File: src/rtl/spi_cmd_sequencer.sv
// spi_cmd_sequencer: parses SPI command frames and sequences word reads/writes on the register bus, streaming read data back as tx bytes.
module spi_cmd_sequencer #(
    parameter int ADDR_W     = 8,
    parameter int DATA_W     = 32,
    parameter int RD_TIMEOUT = 255
) (
    input  logic              i_clk,
    input  logic              i_clr_n,
    input  logic              i_cs_act,
    input  logic [7:0]        i_rx_data,
    input  logic              i_rx_valid,
    output logic              o_rx_ready,
    output logic [7:0]        o_tx_data,
    output logic              o_tx_valid,
    input  logic              i_tx_ready,
    output logic [ADDR_W-1:0] o_bus_addr,
    output logic [DATA_W-1:0] o_bus_wdata,
    output logic              o_bus_wr,
    output logic              o_bus_rd,
    input  logic              i_bus_wait,
    input  logic [DATA_W-1:0] i_bus_rdata,
    input  logic              i_bus_rvalid,
    output logic              o_err
);
    localparam int BYTES = DATA_W / 8;
    localparam int BW    = (BYTES > 1) ? $clog2(BYTES) : 1;
    localparam int TW    = (RD_TIMEOUT > 0) ? $clog2(RD_TIMEOUT + 1) : 1;

    typedef enum logic [3:0] {
        S_IDLE, S_ADDR, S_CNT, S_WDATA, S_WBUS, S_RBUS, S_RWAIT, S_RSEND, S_DRAIN
    } state_t;

    state_t            state_q, state_d;
    logic [ADDR_W-1:0] addr_q, addr_d;
    logic [8:0]        cnt_q, cnt_d;
    logic [BW-1:0]     idx_q, idx_d;
    logic [DATA_W-1:0] wdata_q, wdata_d;
    logic [DATA_W-1:0] rdata_q, rdata_d;
    logic [TW-1:0]     tmo_q, tmo_d;
    logic              rd_op_q, rd_op_d;
    logic              abort_q, abort_d;
    logic              err_q, err_d;
    logic              rx_take, tx_take, last_byte, last_word;

    assign o_rx_ready  = i_cs_act && (state_q != S_WBUS);
    assign o_tx_valid  = (state_q == S_RSEND);
    assign o_tx_data   = rdata_q[8*idx_q +: 8];
    assign o_bus_wr    = (state_q == S_WBUS);
    assign o_bus_rd    = (state_q == S_RBUS);
    assign o_bus_addr  = addr_q;
    assign o_bus_wdata = wdata_q;
    assign o_err       = err_q;

    assign rx_take   = o_rx_ready && i_rx_valid;
    assign tx_take   = o_tx_valid && i_tx_ready;
    assign last_byte = (idx_q == BW'(BYTES - 1));
    assign last_word = (cnt_q == 9'd1);

    always_comb begin
        state_d = state_q;
        addr_d  = addr_q;
        cnt_d   = cnt_q;
        idx_d   = idx_q;
        wdata_d = wdata_q;
        rdata_d = rdata_q;
        tmo_d   = tmo_q;
        rd_op_d = rd_op_q;
        abort_d = abort_q;
        err_d   = 1'b0;
        case (state_q)
            S_IDLE: if (rx_take) begin
                rd_op_d = (i_rx_data == 8'h02);
                if (i_rx_data == 8'h01 || i_rx_data == 8'h02) state_d = S_ADDR;
                else if (i_rx_data != 8'h00) begin
                    err_d   = 1'b1;
                    state_d = S_DRAIN;
                end
            end
            S_ADDR: if (rx_take) begin
                addr_d  = ADDR_W'(i_rx_data);
                state_d = S_CNT;
            end
            S_CNT: if (rx_take) begin
                cnt_d   = {(i_rx_data == 8'h00), i_rx_data};
                idx_d   = '0;
                state_d = rd_op_q ? S_RBUS : S_WDATA;
            end
            S_WDATA: if (rx_take) begin
                wdata_d[8*idx_q +: 8] = i_rx_data;
                idx_d   = last_byte ? '0 : idx_q + 1'b1;
                state_d = last_byte ? S_WBUS : S_WDATA;
            end
            // an aborted request must still complete its bus handshake before IDLE
            S_WBUS: begin
                abort_d = abort_q || !i_cs_act;
                if (!i_bus_wait) begin
                    abort_d = 1'b0;
                    if (abort_q || !i_cs_act || last_word) state_d = S_IDLE;
                    else begin
                        cnt_d   = cnt_q - 9'd1;
                        addr_d  = addr_q + 1'b1;
                        state_d = S_WDATA;
                    end
                end
            end
            S_RBUS: begin
                abort_d = abort_q || !i_cs_act;
                if (!i_bus_wait) begin
                    abort_d = 1'b0;
                    tmo_d   = '0;
                    state_d = (abort_q || !i_cs_act) ? S_IDLE : S_RWAIT;
                end
            end
            S_RWAIT: begin
                if (i_bus_rvalid) begin
                    rdata_d = i_bus_rdata;
                    idx_d   = '0;
                    state_d = S_RSEND;
                end else if (tmo_q == TW'(RD_TIMEOUT)) begin
                    err_d   = 1'b1;
                    state_d = S_DRAIN;
                end else tmo_d = tmo_q + 1'b1;
            end
            S_RSEND: if (tx_take) begin
                idx_d = last_byte ? '0 : idx_q + 1'b1;
                if (last_byte) begin
                    if (last_word) state_d = S_IDLE;
                    else begin
                        cnt_d   = cnt_q - 9'd1;
                        addr_d  = addr_q + 1'b1;
                        state_d = S_RBUS;
                    end
                end
            end
            default: ;
        endcase
        if (!i_cs_act && state_q != S_WBUS && state_q != S_RBUS) begin
            state_d = S_IDLE;
            idx_d   = '0;
            err_d   = 1'b0;
        end
    end

    always_ff @(posedge i_clk or negedge i_clr_n) begin
        if (!i_clr_n) begin
            state_q <= S_IDLE;
            addr_q  <= '0;
            cnt_q   <= '0;
            idx_q   <= '0;
            wdata_q <= '0;
            rdata_q <= '0;
            tmo_q   <= '0;
            rd_op_q <= 1'b0;
            abort_q <= 1'b0;
            err_q   <= 1'b0;
        end else begin
            state_q <= state_d;
            addr_q  <= addr_d;
            cnt_q   <= cnt_d;
            idx_q   <= idx_d;
            wdata_q <= wdata_d;
            rdata_q <= rdata_d;
            tmo_q   <= tmo_d;
            rd_op_q <= rd_op_d;
            abort_q <= abort_d;
            err_q   <= err_d;
        end
    end
endmodule

File: config.mk
export PLATFORM = sky130hd
export DESIGN_NAME = spi_cmd_sequencer
export DESIGN_NICKNAME = d
export VERILOG_FILES = /design/src/rtl/spi_cmd_sequencer.sv
export SDC_FILE = /design/constraint.sdc
export NUM_CORES = 1
export LEC_CHECK = 0
export ABC_AREA = 0
export BUFFER_PORTS_ARGS = -buffer_cell sky130_fd_sc_hd__buf_2
export CAP_MARGIN = 25
export CORE_MARGIN = 4
export CORE_UTILIZATION = 50
export CTS_CLUSTER_DIAMETER = 80
export DETAILED_ROUTE_END_ITERATION = 8
export GPL_ROUTABILITY_DRIVEN = 0
export PLACE_DENSITY_LB_ADDON = 0.12
export SLEW_MARGIN = 20
export SYNTH_ARGS = -nofsm -noshare
export SYNTH_HDL_FRONTEND = slang
export SYNTH_SLANG_ARGS = --single-unit
File: constraint.sdc
create_clock -name i_clk -period 2.1 [get_ports i_clk]
set_input_delay 0.525 -clock i_clk [delete_from_list [all_inputs] [get_ports i_clk]]
set_output_delay 0.525 -clock i_clk [all_outputs]
set_load 0.02 [all_outputs]
==> results of run 1 <==
## cell usage after synthesis, types with 6 or more instances
| master | number |
|---|---|
| sky130_fd_sc_hd__ha_1 | 10 |
| sky130_fd_sc_hd__nor3_1 | 16 |
| sky130_fd_sc_hd__nand4_1 | 6 |
| sky130_fd_sc_hd__clkbuf_1 | 8 |
| sky130_fd_sc_hd__o21ai_0 | 57 |
| sky130_fd_sc_hd__buf_2 | 14 |
| sky130_fd_sc_hd__dfrtp_1 | 98 |
| sky130_fd_sc_hd__nand2b_1 | 7 |
| sky130_fd_sc_hd__inv_1 | 10 |
| sky130_fd_sc_hd__a2bb2oi_1 | 12 |
| sky130_fd_sc_hd__nand3_1 | 8 |
| sky130_fd_sc_hd__xor2_1 | 9 |
| sky130_fd_sc_hd__and3_1 | 7 |
| sky130_fd_sc_hd__nand2_1 | 85 |
| sky130_fd_sc_hd__nor2_1 | 29 |
| sky130_fd_sc_hd__mux2_2 | 33 |
| sky130_fd_sc_hd__mux4_2 | 8 |
| sky130_fd_sc_hd__a21oi_1 | 7 |
## registers in the layout (all words and copies together), names as in the netlist
name         cells
o_bus_wdata     32
rdata_q         32
cnt_q            9
o_bus_addr       8
tmo_q            8
state_q          4
idx_q            2
abort_q          1
o_err            1
rd_op_q          1
## final cells by class
| cell class | instances | area share |
|---|---|---|
| well taps | 133 | 0.0251 |
| inverters | 11 | 0.00622 |
| repair buffers | 170 | 0.176 |
| clock inverters | 6 | 0.00754 |
| multi-input cells | 369 | 0.396 |
| clock buffers | 9 | 0.0187 |
| flip-flops and latches | 98 | 0.370 |
## timing repair
action                     in CTS  in global routing
setup endpoints to repair      12                 31
cloned                          0                  2
setup buffers                   5                  3
gates resized for setup         7                 34
pin swaps                       0                  5
## power groups by stage
stage                     logic [uW]  registers [uW]  clock network [uW]
after global routing            1340            2370                1220
final                           1230            2340                1110
after detailed placement        1130            2370                   0
after floorplan                  557            2440                   0
after CTS                       1140            2330                1150
after global placement          1100            2350                   0
## critical path: stages (launching register included)
cell and delay [ns]:
sky130_fd_sc_hd__dfrtp_2 0.44, sky130_fd_sc_hd__clkbuf_16 0.17, sky130_fd_sc_hd__mux4_2 0.51, sky130_fd_sc_hd__buf_6 0.15
## metal layers
metal / wire (um) / GRT usage / vias up
met5: 0 / 0 / -
met4: 242 / 0.0730 / 0
met3: 682 / 0.0355 / 23
met2: 6600 / 0.378 / 116
met1: 6050 / 0.299 / 2191
li1: - / - / 2127
## logic make-up (layout without fill, tap and decap cells)
kind of cell | count (synthesis) | after routing
DFF | 98 | 98
and+or+nand+nor | 194 | 194
muxes | 46 | 46
buffers and inverters | 41 | 196
AOI/OAI and AO/OA | 109 | 110
xor gates and xnor gates | 9 | 9
adders and majority gates | 10 | 10
## metrics by stage
step / setup TNS, ns / hold WS [ns] / cells / setup slack, ns
finish: -0.240 / 0.0788 / 796 / -0.0430
global placement: -0.0410 / 0.458 / 771 / -0.0205
CTS: -0.248 / 0.0851 / 791 / -0.0428
global route: -0.676 / 0.102 / 796 / -0.0868
floorplan: 0 / 0.229 / 507 / 0.0461
detailed placement: -0.148 / 0.469 / 771 / -0.0991
## how the worst max path moves through the flow
stage / startpoint / endpoint / slack, ns / depth (start not counted)
6_report: idx_q[0] / o_tx_data[4] / -0.04 / 3
4_1_cts: idx_q[0] / o_tx_data[1] / -0.04 / 3
5_1_grt: idx_q[0] / o_tx_data[7] / -0.09 / 3
2_1_floorplan: idx_q[0] / o_tx_data[0] / 0.05 / 2
3_3_place_gp: i_rx_data[5] / state_q[1] / -0.02 / 6
3_5_place_dp: i_rx_data[7] / state_q[3] / -0.1 / 6
==> flow_metrics.tcl, run 1 <==
set metrics [dict create \
    run_status "finished with violations" \
    failed_checks "negative setup slack" \
    post_synthesis_compound_gate_area_fraction 0.137 \
    drt-vias-per-instance 5.60 \
    synth_enable_flop_cells 0 \
    power_switching_share 0.329 \
    post_layout_instance_area_um2 6640 \
    synth_top_family_by_area "simple AND/OR/NAND/NOR gates" \
    final_critical_path_setup_slack_ns -0.0430 \
    worstPathArrival_ns 1.62 \
    net_switching_uw 1540 \
    drt-wirelength-per-cell_um 17.1 \
    portBuffers 99 \
    unrepaired_setup_endpoints_after_global_routing "true" \
    total_of_warnings_raised_by_yosys 0 \
    grt_first_pass_wirelength_mm 21.4 \
    synth.yosys.seq_area_share 0.471 \
    synth.lib_cells_used.distinct 64 \
    timing.max_slew.rel_slack 0.701 \
    total_leakage_power_uw 0.00318 \
    synth_top_flop_cell "sky130_fd_sc_hd__dfrtp_1" \
    post-route-min-period_ns 2.14 \
    synth_simple_gate_area_share 0.194 \
    clock_tree.root_cell "sky130_fd_sc_hd__clkbuf_8" \
    power.density_nw_per_um2 705 \
    ys_async_sr_fraction 1.00 \
    timing.setup.critical_path_class "register to output pin" \
    drv_cap 0 \
    comb_power_share 0.262 \
    grt_pass1_vias 4373 \
    global_route.usage.total 0.225 \
    finalNetCount 716 \
    htree_levels 3 \
    synth_largest_type_area_fraction 0.471 \
    muxShareOfSynthArea 0.118 \
    vias 4457 \
    grt_overflow 0 \
    synth_top_area_cell "sky130_fd_sc_hd__dfrtp_1" \
    tightestPinTransition_ns 0.446 \
    final-max-slew-violation-count 0 \
    postSynthCellCount 507 \
    p_seq_frac 0.500 \
    cellInternalPower_uw 3140 \
    drt-initial-drc-count 241 \
    grt_max_degree 40 \
    final_core_utilization 0.667 \
    worstSkewPairLatency_ns 0.36 \
    critical_path.endpoint_type "output pin" \
    wirelength_mm 13.6 \
    finalHoldViolCount 0 \
    multi_input_area_um2 2630 \
    initial_antenna_violation_count 0 \
    cp_max_fo 4 \
    num_antenna_cells 0 \
    clock-skew-final_ns 0.0135 \
    top_level_ports 100 \
    synthAdderAreaFrac 0.0241 \
    reg2regPathDepth 7 \
    drive_gt1_frac 0.397 \
    site_rows 36 \
    biggest_area_contributors_in_the_synthesized_netlist "sky130_fd_sc_hd__dfrtp_1 47%, sky130_fd_sc_hd__mux2_2 7.1%, sky130_fd_sc_hd__nand2_1 6.1%" \
    setup-violations-final 8 \
    syn_avg_cell_area_um2 10.3 \
    drc 0 \
    placed_cell_area_um2 6210 \
    r2r_start "cnt_q[0]" \
    fillers 807 \
    setup.worst_path.start_class "register" \
    syn-num-nets 564 \
    worstPathRequired_ns 1.57 \
    drt_first_pass_iters 4 \
    postCtsHoldBufs 0 \
    post-route-period-util 1.02 \
    power.clock.fraction 0.238 \
    clock_sink_count 98 \
    clkSlewWorstSetupHoldPaths_ns 0.10 \
    endpoint_of_the_worst_slack_reg_to_reg_timing_path "cnt_q[1]" \
    worst_ir_drop_vdd_mv 0.431 \
    post-dp-hpwl_mm 9.75 \
    synth-seq-cells 98 \
    floorplan.core_area_um2 9950 \
    count_of_antenna_violating_nets_left_after_detailed_routing 0 \
    tritoncts "built" \
    final_common_cell "sky130_fd_sc_hd__dfrtp_1" \
    die_h_um 110 \
    synth_xor_area_frac 0.0152 \
    flop2flop_setup_slack_ns 0.09 \
    numCtsBuffers 9 \
    syn_to_final_growth_pct 27.6 \
    die_width_um 110 \
    final_cell_mix "93 x sky130_fd_sc_hd__dfrtp_1, 89 x sky130_fd_sc_hd__buf_2, 85 x sky130_fd_sc_hd__nand2_1" \
    initial_core_util 0.523 \
    die-area_um2 12100 \
    fmax_mhz 467 \
    ctsLongestPathBuffers 2 \
    synth.cell_area_um2 5200 \
    p_total_uw 4680 \
    register_area_um2 2460 \
    worstHoldPathType "primary input to async pin" \
]
(Power assumes the default switching activity.)
==> run 2: changes to the inputs <==
CORE_ASPECT_RATIO = 0.7   (was not set)
==> run 2 against run 1 <==
Against the previous run: the run now ends clean; non-clock buffer count shrank 6; clock skew shrank 0.0036 ns; clock-buffer cell count grew 1; combinational power shrank 3%; wire length grew 1.8%; sequential cell count is the same; register-to-register slack lost 0.02 ns; critical path depth is the same; sequential share of layout area shrank 0.43 points; largest power group unchanged.
==> flow_metrics.tcl, run 2 (synthesis results as in run 1) <==
set metrics [dict create \
    placed_cell_area_um2 6180 \
    grt_first_pass_wirelength_mm 22.3 \
    post-route-min-period_ns 2.10 \
    unrepaired_setup_endpoints_after_global_routing "true" \
    worstPathArrival_ns 1.57 \
    die_h_um 93.3 \
    timing.setup.critical_path_class "register to output pin" \
    worstSkewPairLatency_ns 0.34 \
    cp_max_fo 5 \
    portBuffers 99 \
    htree_levels 3 \
    post-route-period-util 0.998 \
    drive_gt1_frac 0.391 \
    tightestPinTransition_ns 0.538 \
    run_status "complete, no violations" \
    postCtsHoldBufs 0 \
    global_route.usage.total 0.232 \
    drt-initial-drc-count 334 \
    worst_ir_drop_vdd_mv 0.530 \
    initial_core_util 0.525 \
    drc 0 \
    worstPathRequired_ns 1.57 \
    p_total_uw 5190 \
    syn_to_final_growth_pct 29.1 \
    p_seq_frac 0.457 \
    final_common_cell "sky130_fd_sc_hd__dfrtp_1" \
    final-max-slew-violation-count 0 \
    use_met2 0.361 \
    drt-vias-per-instance 5.70 \
    timing.max_slew.rel_slack 0.642 \
    clock-skew-final_ns 0.00988 \
    power_switching_share 0.316 \
    tritoncts "built" \
    final_cell_mix "93 x sky130_fd_sc_hd__dfrtp_1, 88 x sky130_fd_sc_hd__buf_2, 85 x sky130_fd_sc_hd__nand2_1" \
    initial_antenna_violation_count 0 \
    final_critical_path_setup_slack_ns 0.00450 \
    drt-wirelength-per-cell_um 17.6 \
    grt_max_degree 47 \
    power.density_nw_per_um2 772 \
    floorplan.core_area_um2 9910 \
    site_rows 30 \
    comb_power_share 0.230 \
    net_switching_uw 1640 \
    grt_overflow 0 \
    power.clock.fraction 0.313 \
    grt_use_met1 0.334 \
    numCtsBuffers 9 \
    finalNetCount 709 \
    globalRouteMet3Util 0.0576 \
    setup.worst_path.start_class "register" \
    grt_pass1_vias 4332 \
    finalHoldViolCount 0 \
    critPathMaxStageDelay_ns 0.50 \
    critical_path.cell_chain "clkbuf_16 > mux4_2 > buf_6" \
    die_width_um 130 \
    worst_path_slowest_cell "sky130_fd_sc_hd__mux4_2" \
    top_usage_layer "met2" \
    clkSlewWorstSetupHoldPaths_ns 0.07 \
    die-area_um2 12100 \
    wirelength_mm 13.8 \
    drv_cap 0 \
    worstHoldPathType "primary input to async pin" \
    num_antenna_cells 0 \
    total_leakage_power_uw 0.00320 \
    hold_ws_ns 0.111 \
    setup-violations-final 0 \
    clock_tree.root_cell "sky130_fd_sc_hd__clkbuf_16" \
    post-dp-hpwl_mm 10.1 \
    drt_first_pass_iters 5 \
    clock_sink_count 98 \
    top_level_ports 100 \
    ctsLongestPathBuffers 2 \
    critical_path.endpoint_type "output pin" \
    count_of_antenna_violating_nets_left_after_detailed_routing 0 \
    post_layout_instance_area_um2 6720 \
    place_worst_setup_slack_ns -0.135 \
    cellInternalPower_uw 3550 \
    vias 4477 \
    fmax_mhz 477 \
]
[run 2: worst max-delay path, delay by kind of cell (launching register included)]
kind | cells | cell delay [ns]
muxes | 1 | 0.50
DFF | 1 | 0.42
buffers and inverters | 2 | 0.32
[run 2: area by class of cell]
type	count	area, um2
clock buffers	10	239
clock inverters	6	56.3
fillers	795	3190
inverters	11	41.3
multi-input cells	368	2630
flip-flops and latches	98	2460
well taps	128	160
repair buffers	164	1130
[run 2: final timing paths]
path / from / to / slack (ns) / depth (start not counted)
max in group asynchronous: i_clr_n / state_q[0] / 1.39 / 2
hold / removal: i_clr_n / o_bus_addr[5] / 0.11 / 1
hold reg to reg: o_bus_wdata[11] / o_bus_wdata[11] / 0.48 / 2
setup / recovery: idx_q[0] / o_tx_data[2] / 0.005 / 3
setup reg to reg: state_q[1] / state_q[1] / 0.07 / 6
min in group i_clk: i_bus_rdata[8] / rdata_q[8] / 0.40 / 2
[run 2: repair_timing]
action,CTS,global route
gates resized for setup,7,36
endpoints found under the setup margin,18,28
buffers inserted,5,3
gates cloned,0,1
pin swaps,2,2
[run 2: through the flow]
| stage | cells | setup TNS, ns | utilization |
|---|---|---|---|
| floorplan | 507 | 0 | - |
| detailed placement | 761 | -0.398 | 0.624 |
| CTS | 782 | -0.181 | 0.660 |
| global route | 785 | -0.262 | 0.678 |
| finish | 785 | 0 | 0.678 |
| global placement | 761 | -0.0860 | 0.624 |
[run 2: metal layers]
layer	wire length (um)	up-vias
met5	0	-
met4	97	0
met3	1080	13
met2	6360	171
met1	6290	2181
li1	-	2112
[run 2: power by group through the flow]
| stage | Clock (uW) | Sequential (uW) | Combinational [uW] |
|---|---|---|---|
| 5_1_grt | 1750 | 2400 | 1300 |
| 6_report | 1630 | 2370 | 1190 |
| 2_1_floorplan | 0 | 2440 | 557 |
| 3_3_place_gp | 0 | 2370 | 1070 |
| 4_1_cts | 1660 | 2350 | 1110 |
| 3_5_place_dp | 0 | 2390 | 1090 |
==> run 3: changes to the inputs <==
CELL_PAD_IN_SITES_DETAIL_PLACEMENT = 1   (was not set)
CELL_PAD_IN_SITES_GLOBAL_PLACEMENT = 1   (was not set)
CORE_UTILIZATION = 39   (was 50)
PLACE_DENSITY = 0.86   (was not set)
PLACE_DENSITY_LB_ADDON = not set   (was 0.12)
==> run 3 against run 2 <==
Against the previous run: the flow now finishes with violations (negative setup slack); final area up 3.5%; non-clock buffer count up 10; utilization down 13 points; combinational power about the same; die area up 26%; critical path type unchanged; clock-buffer cell count down 1.
==> flow_metrics.tcl, run 3 (synthesis results as in run 1) <==
set metrics [dict create \
    grt_overflow 0 \
    drt-vias-per-instance 5.68 \
    num_antenna_cells 0 \
    p_total_uw 5400 \
    setup-violations-final 9 \
    global_route.usage.total 0.219 \
    post-route-min-period_ns 2.13 \
    post-dp-hpwl_mm 11.9 \
    cp_max_fo 4 \
    drt_first_pass_iters 5 \
    numCtsBuffers 9 \
    fmax_mhz 471 \
    final_common_cell "sky130_fd_sc_hd__dfrtp_1" \
    initial_core_util 0.409 \
    timing.setup.critical_path_class "register to output pin" \
    ctsLongestPathBuffers 2 \
    count_of_antenna_violating_nets_left_after_detailed_routing 0 \
    drt-wirelength-per-cell_um 20.7 \
    power.density_nw_per_um2 776 \
    final-instance-count-excl-fill 829 \
    run_status "finished with violations" \
    tightestPinTransition_ns 0.473 \
    finalNetCount 719 \
    critical_path.endpoint_type "output pin" \
    wirelength_mm 17.2 \
    drt-initial-drc-count 288 \
    die_width_um 146 \
    final_core_utilization 0.546 \
    place_inst 796 \
    final_critical_path_setup_slack_ns -0.0252 \
    clock-skew-final_ns 0.00379 \
    portBuffers 99 \
    worstSkewPairLatency_ns 0.35 \
    final-max-slew-violation-count 0 \
    final_cell_mix "93 x sky130_fd_sc_hd__dfrtp_1, 86 x sky130_fd_sc_hd__buf_2, 81 x sky130_fd_sc_hd__nand2_1" \
    drive_gt1_frac 0.417 \
    grt_max_degree 35 \
    vias 4706 \
    worstPathArrival_ns 1.60 \
    worstPathRequired_ns 1.57 \
    clock_sink_count 98 \
    setup.worst_path.start_class "register" \
    clock_tree.root_cell "sky130_fd_sc_hd__clkbuf_16" \
    floorplan.core_area_um2 12700 \
    grt_pass1_vias 5123 \
    total_leakage_power_uw 0.00330 \
    clkSlewWorstSetupHoldPaths_ns 0.08 \
    initial_antenna_violation_count 0 \
    site_rows 34 \
    tritoncts "built" \
    unrepaired_setup_endpoints_after_global_routing "true" \
    worstHoldPathType "primary input to async pin" \
    die_h_um 105 \
    setup_tns_ns -0.110 \
    post-route-period-util 1.01 \
    die-area_um2 15300 \
    failed_checks "negative setup slack" \
    top_level_ports 100 \
    finalHoldViolCount 0 \
    drc 0 \
    htree_levels 3 \
    grt_first_pass_wirelength_mm 27.1 \
    syn_to_final_growth_pct 33.6 \
    timing.max_slew.rel_slack 0.685 \
    drv_cap 0 \
    fillers 1432 \
    worst_ir_drop_vdd_mv 0.562 \
]
-- run 3: changes by cell type in the layout (fill, tap and decap cells not counted), sizes merged --
| cell | before | now |
|---|---|---|
| buf | 163 | 173 |
| bufinv | 0 | 1 |
| clkbuf | 11 | 10 |
| clkinv | 1 | 2 |
| clkinvlp | 1 | 0 |
-- run 3: routing by layer --
layer  GRT usage  wire length, um  share of wire
met5           0                0              0
met4      0.0490              251          0.015
met3      0.0467              844          0.049
met2       0.377             8650           0.50
met1       0.286             7440           0.43
-- run 3: power by group --
group	leakage (uW)	switching [uW]	total (uW)	internal (uW)
Sequential	0.00128	279	2390	2110
Clock	0.000156	823	1780	959
Combinational	0.00186	646	1220	574
-- run 3: repair_timing --
action | in CTS | in global routing
endpoints found under the hold margin | 0 | 0
gates cloned | 0 | 1
hold buffers | 0 | 0
pin swaps | 2 | 8
setup endpoints to repair | 44 | 61
setup buffers | 12 | 4
resized for setup | 13 | 55
-- run 3: final timing paths --
check / from / to / slack (ns) / cells past startpoint
max in group asynchronous: i_clr_n / state_q[2] / 1.40 / 2
max reg2reg: cnt_q[1] / cnt_q[1] / 0.03 / 8
min reg2reg: o_bus_wdata[30] / o_bus_wdata[30] / 0.48 / 2
min: i_clr_n / rdata_q[5] / 0.12 / 1
min in group i_clk: i_bus_rdata[8] / rdata_q[8] / 0.40 / 2
max: idx_q[0] / o_tx_data[3] / -0.03 / 3
-- run 3: worst max-delay path: stages, from the launching register on --
cell                        delay [ns]
sky130_fd_sc_hd__dfrtp_2          0.43
sky130_fd_sc_hd__clkbuf_16        0.17
sky130_fd_sc_hd__mux4_2           0.50
sky130_fd_sc_hd__buf_6            0.15
-- run 3: stage by stage --
stage	setup WS, ns	instance area (um2)	hold slack [ns]
2_1_floorplan	0.0461	5200	0.229
3_3_place_gp	-0.0186	6220	0.457
3_5_place_dp	-0.0666	6220	0.467
4_1_cts	-0.0325	6670	0.132
5_1_grt	-0.0634	6950	0.150
6_report	-0.0252	6950	0.122
-- run 3: layout make-up --
cell class / instances / area [um2] / area share
clock inverters: 7 / 92.6 / 0.0133
clock buffers: 9 / 225 / 0.0324
well taps: 162 / 203 / 0.0292
inverters: 11 / 41.3 / 0.00594
repair buffers: 174 / 1230 / 0.178
flip-flops and latches: 98 / 2460 / 0.354
multi-input cells: 368 / 2700 / 0.388
